--- src/rtl/hazard_unit_mc.sv ---
// hazard_unit_mc: hazard/stall controller beside the ID stage of the 5-stage MIPS core.
// Covers load-use interlock with configurable load distance, a mult/div HI/LO interlock
// driven by a busy counter, interrupt latching across stalls, and PC/IF/ID hold/flush steering.
// Optional feature macro: HAZARD_PERF_EN adds saturating stall/flush performance counters.
module hazard_unit_mc #(
  parameter int unsigned REG_W    = 5,
  parameter int unsigned PCSRC_W  = 3,
  parameter int unsigned LOAD_LAT = 1,
  parameter int unsigned MDU_LAT  = 32,
  parameter int unsigned CNT_W    = 6,
  parameter int unsigned PERF_W   = 32
) (
  input  logic               clk,
  input  logic               reset,
  input  logic [REG_W-1:0]   id_rs,
  input  logic [REG_W-1:0]   id_rt,
  input  logic               id_uses_rs,
  input  logic               id_uses_rt,
  input  logic               id_reads_hilo,
  input  logic               id_is_mdu,
  input  logic [PCSRC_W-1:0] id_pcsrc,
  input  logic               ex_memrd,
  input  logic [REG_W-1:0]   ex_rt,
  input  logic               mem_memrd,
  input  logic [REG_W-1:0]   mem_rt,
  input  logic [PCSRC_W-1:0] ex_pcsrc,
  input  logic               ex_alu_zero,
  input  logic               mdu_start,
  input  logic               undefine,
  input  logic               irq_valid,
  output logic               pc_hold,
  output logic               if_hold,
  output logic               if_flush,
  output logic               id_flush,
  output logic               mdu_busy,
`ifdef HAZARD_PERF_EN
  output logic [PERF_W-1:0]  perf_stall_cnt,
  output logic [PERF_W-1:0]  perf_flush_cnt,
`endif
  output logic               irq_ack
);

  localparam logic [PCSRC_W-1:0] PCSRC_BRANCH = PCSRC_W'(1);
  localparam logic [PCSRC_W-1:0] PCSRC_JUMP   = PCSRC_W'(2);
  localparam logic [PCSRC_W-1:0] PCSRC_JR     = PCSRC_W'(3);
  localparam logic [CNT_W-1:0]   CNT_LOAD     = CNT_W'(MDU_LAT);
  localparam logic               MDU_EN       = (MDU_LAT != 0);
  localparam logic               MEM_CHECK_EN = (LOAD_LAT == 2);

  logic [CNT_W-1:0] r_cnt;
  logic             r_irq_pending;

  logic w_dep_ex;
  logic w_dep_mem;
  logic w_load_stall;
  logic w_mdu_busy;
  logic w_mdu_stall;
  logic w_stall;
  logic w_redirect_ex;
  logic w_id_jump;
  logic w_irq_req;

  // Register dependencies of the ID instruction on in-flight loads ($zero never creates one).
  always_comb begin
    w_dep_ex  = ex_memrd &&
                ((id_uses_rs && (id_rs != '0) && (id_rs == ex_rt)) ||
                 (id_uses_rt && (id_rt != '0) && (id_rt == ex_rt)));
    w_dep_mem = MEM_CHECK_EN && mem_memrd &&
                ((id_uses_rs && (id_rs != '0) && (id_rs == mem_rt)) ||
                 (id_uses_rt && (id_rt != '0) && (id_rt == mem_rt)));
  end

  // Stall, redirect and interrupt request terms feeding the priority steering.
  always_comb begin
    w_load_stall  = w_dep_ex || w_dep_mem;
    w_mdu_busy    = (r_cnt != '0);
    w_mdu_stall   = w_mdu_busy && (id_reads_hilo || id_is_mdu);
    w_stall       = w_load_stall || w_mdu_stall;
    w_redirect_ex = ((ex_pcsrc == PCSRC_BRANCH) && ex_alu_zero) || undefine;
    w_id_jump     = (id_pcsrc == PCSRC_JUMP) || (id_pcsrc == PCSRC_JR);
    w_irq_req     = r_irq_pending || irq_valid;
  end

  // Priority steering: stall > EX redirect/exception > ID jump or irq service > idle; reset forces all low.
  always_comb begin
    pc_hold  = 1'b0;
    if_hold  = 1'b0;
    if_flush = 1'b0;
    id_flush = 1'b0;
    irq_ack  = 1'b0;
    mdu_busy = 1'b0;
    if (!reset) begin
      mdu_busy = w_mdu_busy;
      if (w_stall) begin
        pc_hold  = 1'b1;
        if_hold  = 1'b1;
        id_flush = 1'b1;
      end else if (w_redirect_ex) begin
        if_flush = 1'b1;
        id_flush = 1'b1;
      end else if (w_id_jump || w_irq_req) begin
        if_flush = 1'b1;
        irq_ack  = w_irq_req;
      end
    end
  end

  // Mult/div busy counter: (re)loads on start, counts down to zero and holds.
  always_ff @(posedge clk) begin
    if (reset) begin
      r_cnt <= '0;
    end else if (mdu_start && MDU_EN) begin
      r_cnt <= CNT_LOAD;
    end else if (r_cnt != '0) begin
      r_cnt <= r_cnt - CNT_W'(1);
    end
  end

  // Interrupt latch: holds a request until a cycle that can service it.
  always_ff @(posedge clk) begin
    if (reset) begin
      r_irq_pending <= 1'b0;
    end else if (irq_ack) begin
      r_irq_pending <= irq_valid;
    end else begin
      r_irq_pending <= r_irq_pending || irq_valid;
    end
  end

`ifdef HAZARD_PERF_EN
  logic [PERF_W-1:0] r_perf_stall;
  logic [PERF_W-1:0] r_perf_flush;

  // Saturating counts of PC-hold cycles and IF-flush cycles.
  always_ff @(posedge clk) begin
    if (reset) begin
      r_perf_stall <= '0;
      r_perf_flush <= '0;
    end else begin
      if (pc_hold && (r_perf_stall != '1)) begin
        r_perf_stall <= r_perf_stall + PERF_W'(1);
      end
      if (if_flush && (r_perf_flush != '1)) begin
        r_perf_flush <= r_perf_flush + PERF_W'(1);
      end
    end
  end

  assign perf_stall_cnt = r_perf_stall;
  assign perf_flush_cnt = r_perf_flush;
`endif

endmodule

--- config.mk ---
export PLATFORM = sky130hd
export DESIGN_NAME = hazard_unit_mc
export DESIGN_NICKNAME = d
export VERILOG_FILES = /design/src/rtl/hazard_unit_mc.sv
export SDC_FILE = /design/constraint.sdc
export NUM_CORES = 1
export LEC_CHECK = 0
export ABC_AREA = 1
export CAP_MARGIN = 5
export CORE_MARGIN = 3
export CORE_UTILIZATION = 38
export DETAILED_ROUTE_END_ITERATION = 10
export HOLD_SLACK_MARGIN = 0.03
export PLACE_DENSITY = 0.95
export SYNTH_ARGS = -nofsm -noshare
export SYNTH_HDL_FRONTEND = slang
export SYNTH_SLANG_ARGS = --single-unit
--- constraint.sdc ---
create_clock -name clk -period 4.13 [get_ports clk]
set_clock_uncertainty 0.2 [all_clocks]
set_input_delay 0.6195 -clock clk [delete_from_list [all_inputs] [get_ports clk]]
set_output_delay 0.6195 -clock clk [all_outputs]
set_load 0.05 [all_outputs]
# --- Word-level counts from Yosys, hierarchy flattened ---
# Index checks and enable logic that the tools add are counted.
totals:
  regBits: 7
  in_bits: 38
  out_inout_bits: 6
  wordCells: 45
classes:
  n_addsub: 1
  eq_ne: 5
  mux: 17
  n_reduce_logical: 19
ops:
  columns: ["op", "count"]
  rows:
  - ["$mux 1", 15]
  - ["$mux 6", 2]
  - ["$eq 5x5->1", 2]
  - ["$reduce_bool 5->1", 2]
  - ["$logic_and 1x1->1", 7]
  - ["$logic_or 1x1->1", 7]
  - ["$eq 3x2->1 const B", 2]
  - ["$reduce_bool 6->1", 1]
  - ["$sub 6x1->6 const B", 1]
  - ["$eq 3x1->1 const B", 1]
  - ["$reduce_bool 2->1", 1]
  - ["$reduce_or 2->1", 1]

# --- Depth between registers and ports, before layout ---
depth:
  word_depth: 9
  depth_mapped: 10
  depth_no_buf: 10

# --- Worst setup path before layout ---
# No wires, ideal clock.
synth_timing:
  path_kind: "input port to output port"
  startpoint: "input ex_rt[4]"
  endpoint: "output pc_hold"
  arrival_time_ns: 2.221
  required_time_ns: 3.310
  path_slack_ns: 1.090
  stages: 9
  n_path_buf: 1
  path_cell_list: "inv_1 -> nand2_1 -> nand2_1 -> nor2_1 -> nand4_1 -> nand2_1 -> nand2_2 -> a21oi_1 -> buf_4"
synth_via:
  elab_chain_len: 7
  word_cells_on_any_way: 9
  cone_classes: "eq/ne (2); mux (2); reduce/logical (5)"
synth_lines:
  columns: ["item", "line_no", "source"]
  rows:
  - ["start, declared", "23", "input logic [REG_W-1:0] ex_rt,"]
  - ["$eq 5x5->1 (on tied branches)", "66, 67", null]
  - ["$logic_and 1x1->1 (on tied branches)", "66, 67", null]
  - ["$logic_or 1x1->1 *", "66", "((id_uses_rs && (id_rs != '0) && (id_rs == ex_rt)) ||"]
  - ["$logic_and 1x1->1 *", "65", "w_dep_ex = ex_memrd &&"]
  - ["$logic_or 1x1->1 *", "78", "w_stall = w_load_stall || w_mdu_stall;"]
  - ["$mux 1 * (2 in a row)", null, null]
  - ["end, declared", "31", "output logic pc_hold,"]
# Mark *: on every way between the ends. The rest lies on a longest branch, timed or not.

# --- Worst setup path after layout ---
layout_timing:
  startpoint: "input ex_rt[3]"
  endpoint: "output pc_hold"
layout_via:
  elab_chain_len: 7
  word_cells_on_any_way: 9
  cone_classes: "eq/ne (2); mux (2); reduce/logical (5)"
layout_lines:
  columns: ["item", "line_no", "source"]
  rows:
  - ["$eq 5x5->1 (on tied branches)", "66, 67", null]
  - ["$logic_and 1x1->1 (on tied branches)", "66, 67", null]
  - ["$logic_or 1x1->1 *", "66", null]
  - ["$logic_and 1x1->1 *", "65", null]
  - ["$logic_or 1x1->1 *", "78", null]
  - ["$mux 1 *", "94", "if (w_stall) begin"]
  - ["$mux 1 *", "92", "if (!reset) begin"]
# Marks and branches as above.

==> flow_summary_export.csv <==
group,metric,value,unit
detailed_routing,wl_met1,752,microns
setup_path,cp.required,3310,ps
floorplanning,fp.dieW,48.44,microns
timing,maxSlewHeadroom,66.25,%
timing,rsz0062_at_grt,"no",
clocking,hold_buffers,0,
setup_path,critPathSlowestCell,"clkdlybuf4s50_1",
synthesis,syn-cell-area,684.4,sq um
detailed_routing,dr.max_layer_used,"met4",
clocking,clk_path_buf_depth,2,
synthesis,synthTopCellsByArea,"dfxtp_1 20%, nand2_1 20%, inv_1 14%, nor2_1 9.3%, ha_1 3.7%",
placed_design,dpl.hpwl,1.675,mm
synthesis,synth_top_cell_by_area,"dfxtp_1",
synthesis,yosysMostFrequentCell,"nand2_1",
detailed_routing,dr.pass1.iters,4,
grt,grt_overflow,0,
setup_path,start_kind,"input port",
timing,hold_viol_final,0,
detailed_routing,drt-total-wl,1.889,mm
timing,layout_min_cycle_time,3481,ps
floorplanning,start_util,42.94,%
synthesis,ys.flop_type,"dfxtp_1",
power_and_ir_drop,p_per_area,333.6,mW/mm^2
timing,fmax,287.3,MHz
power_and_ir_drop,ir_drop,0.2834,mV
grt,grt_pass1_vias,804,
synthesis,syn_inst,118,
grt,grtUsageTotal,16.98,%
clocking,cts_buffers,3,
clocking,postCtsSetupBuffers,0,
placed_design,portBuffers,36,
setup_path,cpPeakStageDelay,830,ps
layout,diodes,0,
layout,synthToLayoutAreaGrowth,59.78,%
floorplanning,die_h,48.44,microns
detailed_routing,ant_nets,0,
detailed_routing,wl_met3,109,microns
grt,grt_pass1_wl,3.146,mm
detailed_routing,vias_per_cell,4.552,
setup_path,criticalPathCategory,"input port to output pin",
layout,layout-drive-gt1-share,8.280,%
grt,grt_max_degree,8,
detailed_routing,drc,0,
clocking,cts_tree,"built",
synthesis,yosysWarnings,0,
setup_path,path_max_fanout,3,
floorplanning,die-area,0.002346,sq mm
setup_path,cp.arrival,2660,ps
timing,setup_viol_count_final,0,
detailed_routing,drt_iter0_drc,23,
setup_path,critical_path.endpoint_type,"output pin",
synthesis,synthArstFlopShare,0,%
floorplanning,ios,44,
timing,fin_tns_setup,0,ps
synthesis,synth_edf_count,0,
grt,antenna_found_initial,0,
placed_design,gp_congestion,0.7801,
floorplanning,rows,14,
synthesis,synth_common_cells,"37 x nand2_1, 26 x inv_1, 17 x nor2_1",
clocking,post_cts_resize_count,0,
synthesis,synth.distinct_cells,26,
timing,tightest_slew,504.6,ps
layout,fin_nets,198,
setup_path,crit_chain,"clkdlybuf4s50_1 -> inv_1 -> nand2_1 -> nand2_1 -> nor2_1 -> nand4_1 -> nand2_1 -> nand2_2 -> a21oi_1 -> clkdlybuf4s50_1",
worst_hold_path,min_path_type,"flip-flop to flip-flop",
run_status,outcome,"finished, final reports clean",
power_and_ir_drop,power.total,0.3648,mW
timing,hold_slack,260.8,ps
detailed_routing,met2RoutedLength,994,microns
clocking,root_buffer,"clkbuf_4",
clocking,clk_latency,260,ps
run,maxCapViolCount,0,
setup_path,crit_top_cell,"nand2_1",
detailed_routing,vias,824,
synthesis,ys_ff_latch,7,
clocking,clock_sinks,7,
synthesis,syn_area_per_cell,5.800,sq um
floorplanning,coreArea,0.001594,sq mm
layout,design_area,0.001094,sq mm
synthesis,yosysSeqAreaShare,20.48,%
timing,final.period_utilization,84.28,%
detailed_routing,wire_per_inst,10.44,microns
timing,drv_slew,0,
synthesis,syn_nets,158,
placed_design,post_dp_cell_area,0.001067,sq mm
synthesis,synth_top_area_share,20.48,%
clocking,htreeDepth,1,
clocking,clk_pin_slew,50,ps
power_and_ir_drop,leakage,0.5618,nW
[worst max-delay path: cells and delay by family]
| family | cells | cell delay, ps |
|---|---|---|
| simple gates | 6 | 480 |
| buf+inv | 3 | 1400 |
| compound gates | 1 | 170 |
[registers in the layout (all words and copies together), names as in the netlist]
signal / flops
r_cnt: 6
r_irq_pending: 1
[metal layers]
metal,GRT usage (%),vias up
met3,5.521,7
met2,31.88,23
met5,0,-
met4,6.161,0
met1,17.42,357
li1,-,437
[where the power goes]
part / internal [mW] / total [mW] / switching [mW]
clock: 0.0371 / 0.0650 / 0.0280
combinational: 0.0905 / 0.211 / 0.121
sequential: 0.0791 / 0.0885 / 0.00939
[stage by stage]
step           util [%]  cells  worst slack (ps)
2_1_floorplan         -    118              1090
3_3_place_gp      66.95    177             666.3
6_report          68.60    181             649.1
5_1_grt           68.60    181             428.1
4_1_cts           68.60    181             633.1
3_5_place_dp      66.95    177             649.2
[final timing paths]
path                               from               endpoint  slack [ps]  cells after the start
hold reg to reg   r_cnt[0]$_SDFFE_PP0P_  r_cnt[0]$_SDFFE_PP0P_         260                      1
hold / removal    r_cnt[0]$_SDFFE_PP0P_  r_cnt[0]$_SDFFE_PP0P_         260                      1
setup / recovery               ex_rt[3]                pc_hold         650                     10
setup reg to reg  r_cnt[0]$_SDFFE_PP0P_  r_cnt[5]$_SDFFE_PP0P_        2690                      6
[final cells by class]
cell class                 count  area [sq um]
fill                         128         500.5
multi-input combinational     83         435.4
timing repair buffer          36         360.3
sequential                     7         140.1
inverter                      27         101.3
tap                           24         30.03
clock buffer                   4         26.28
[cells by family (layout without fill, tap and decap cells)]
family | Yosys count | count (layout) | share of synthesized area (%)
XOR/XNOR | 2 | 2 | 2.560
adder cells (fa/ha/maj) | 2 | 2 | 3.656
flip-flops | 7 | 7 | 20.47
AND/OR/NAND/NOR | 64 | 64 | 41.87
buffers and inverters | 28 | 67 | 15.90
AO/OA/AOI/OAI | 15 | 15 | 15.54
[layout by cell type (no fill, tap or decap)]
cell and count:
inv_2 1, nand2_1 37, o211ai_1 1, nor2_2 1, or2_2 1, clkbuf_1 1
xor2_1 1, o21ai_2 1, inv_1 26, dfxtp_1 7, o21ai_1 2, ha_1 2
clkdlybuf4s50_1 36, nor3b_2 1, o21ai_4 1, o21ai_0 3, nand4_1 3, xnor2_1 1
nand3_4 1, a21oi_1 4, nand2_2 1, a31oi_1 1, a2111oi_2 1, a21boi_1 1
nor3_1 1, nor2_1 17, nand2_4 1, clkbuf_4 3
(Power assumes the default switching activity.)
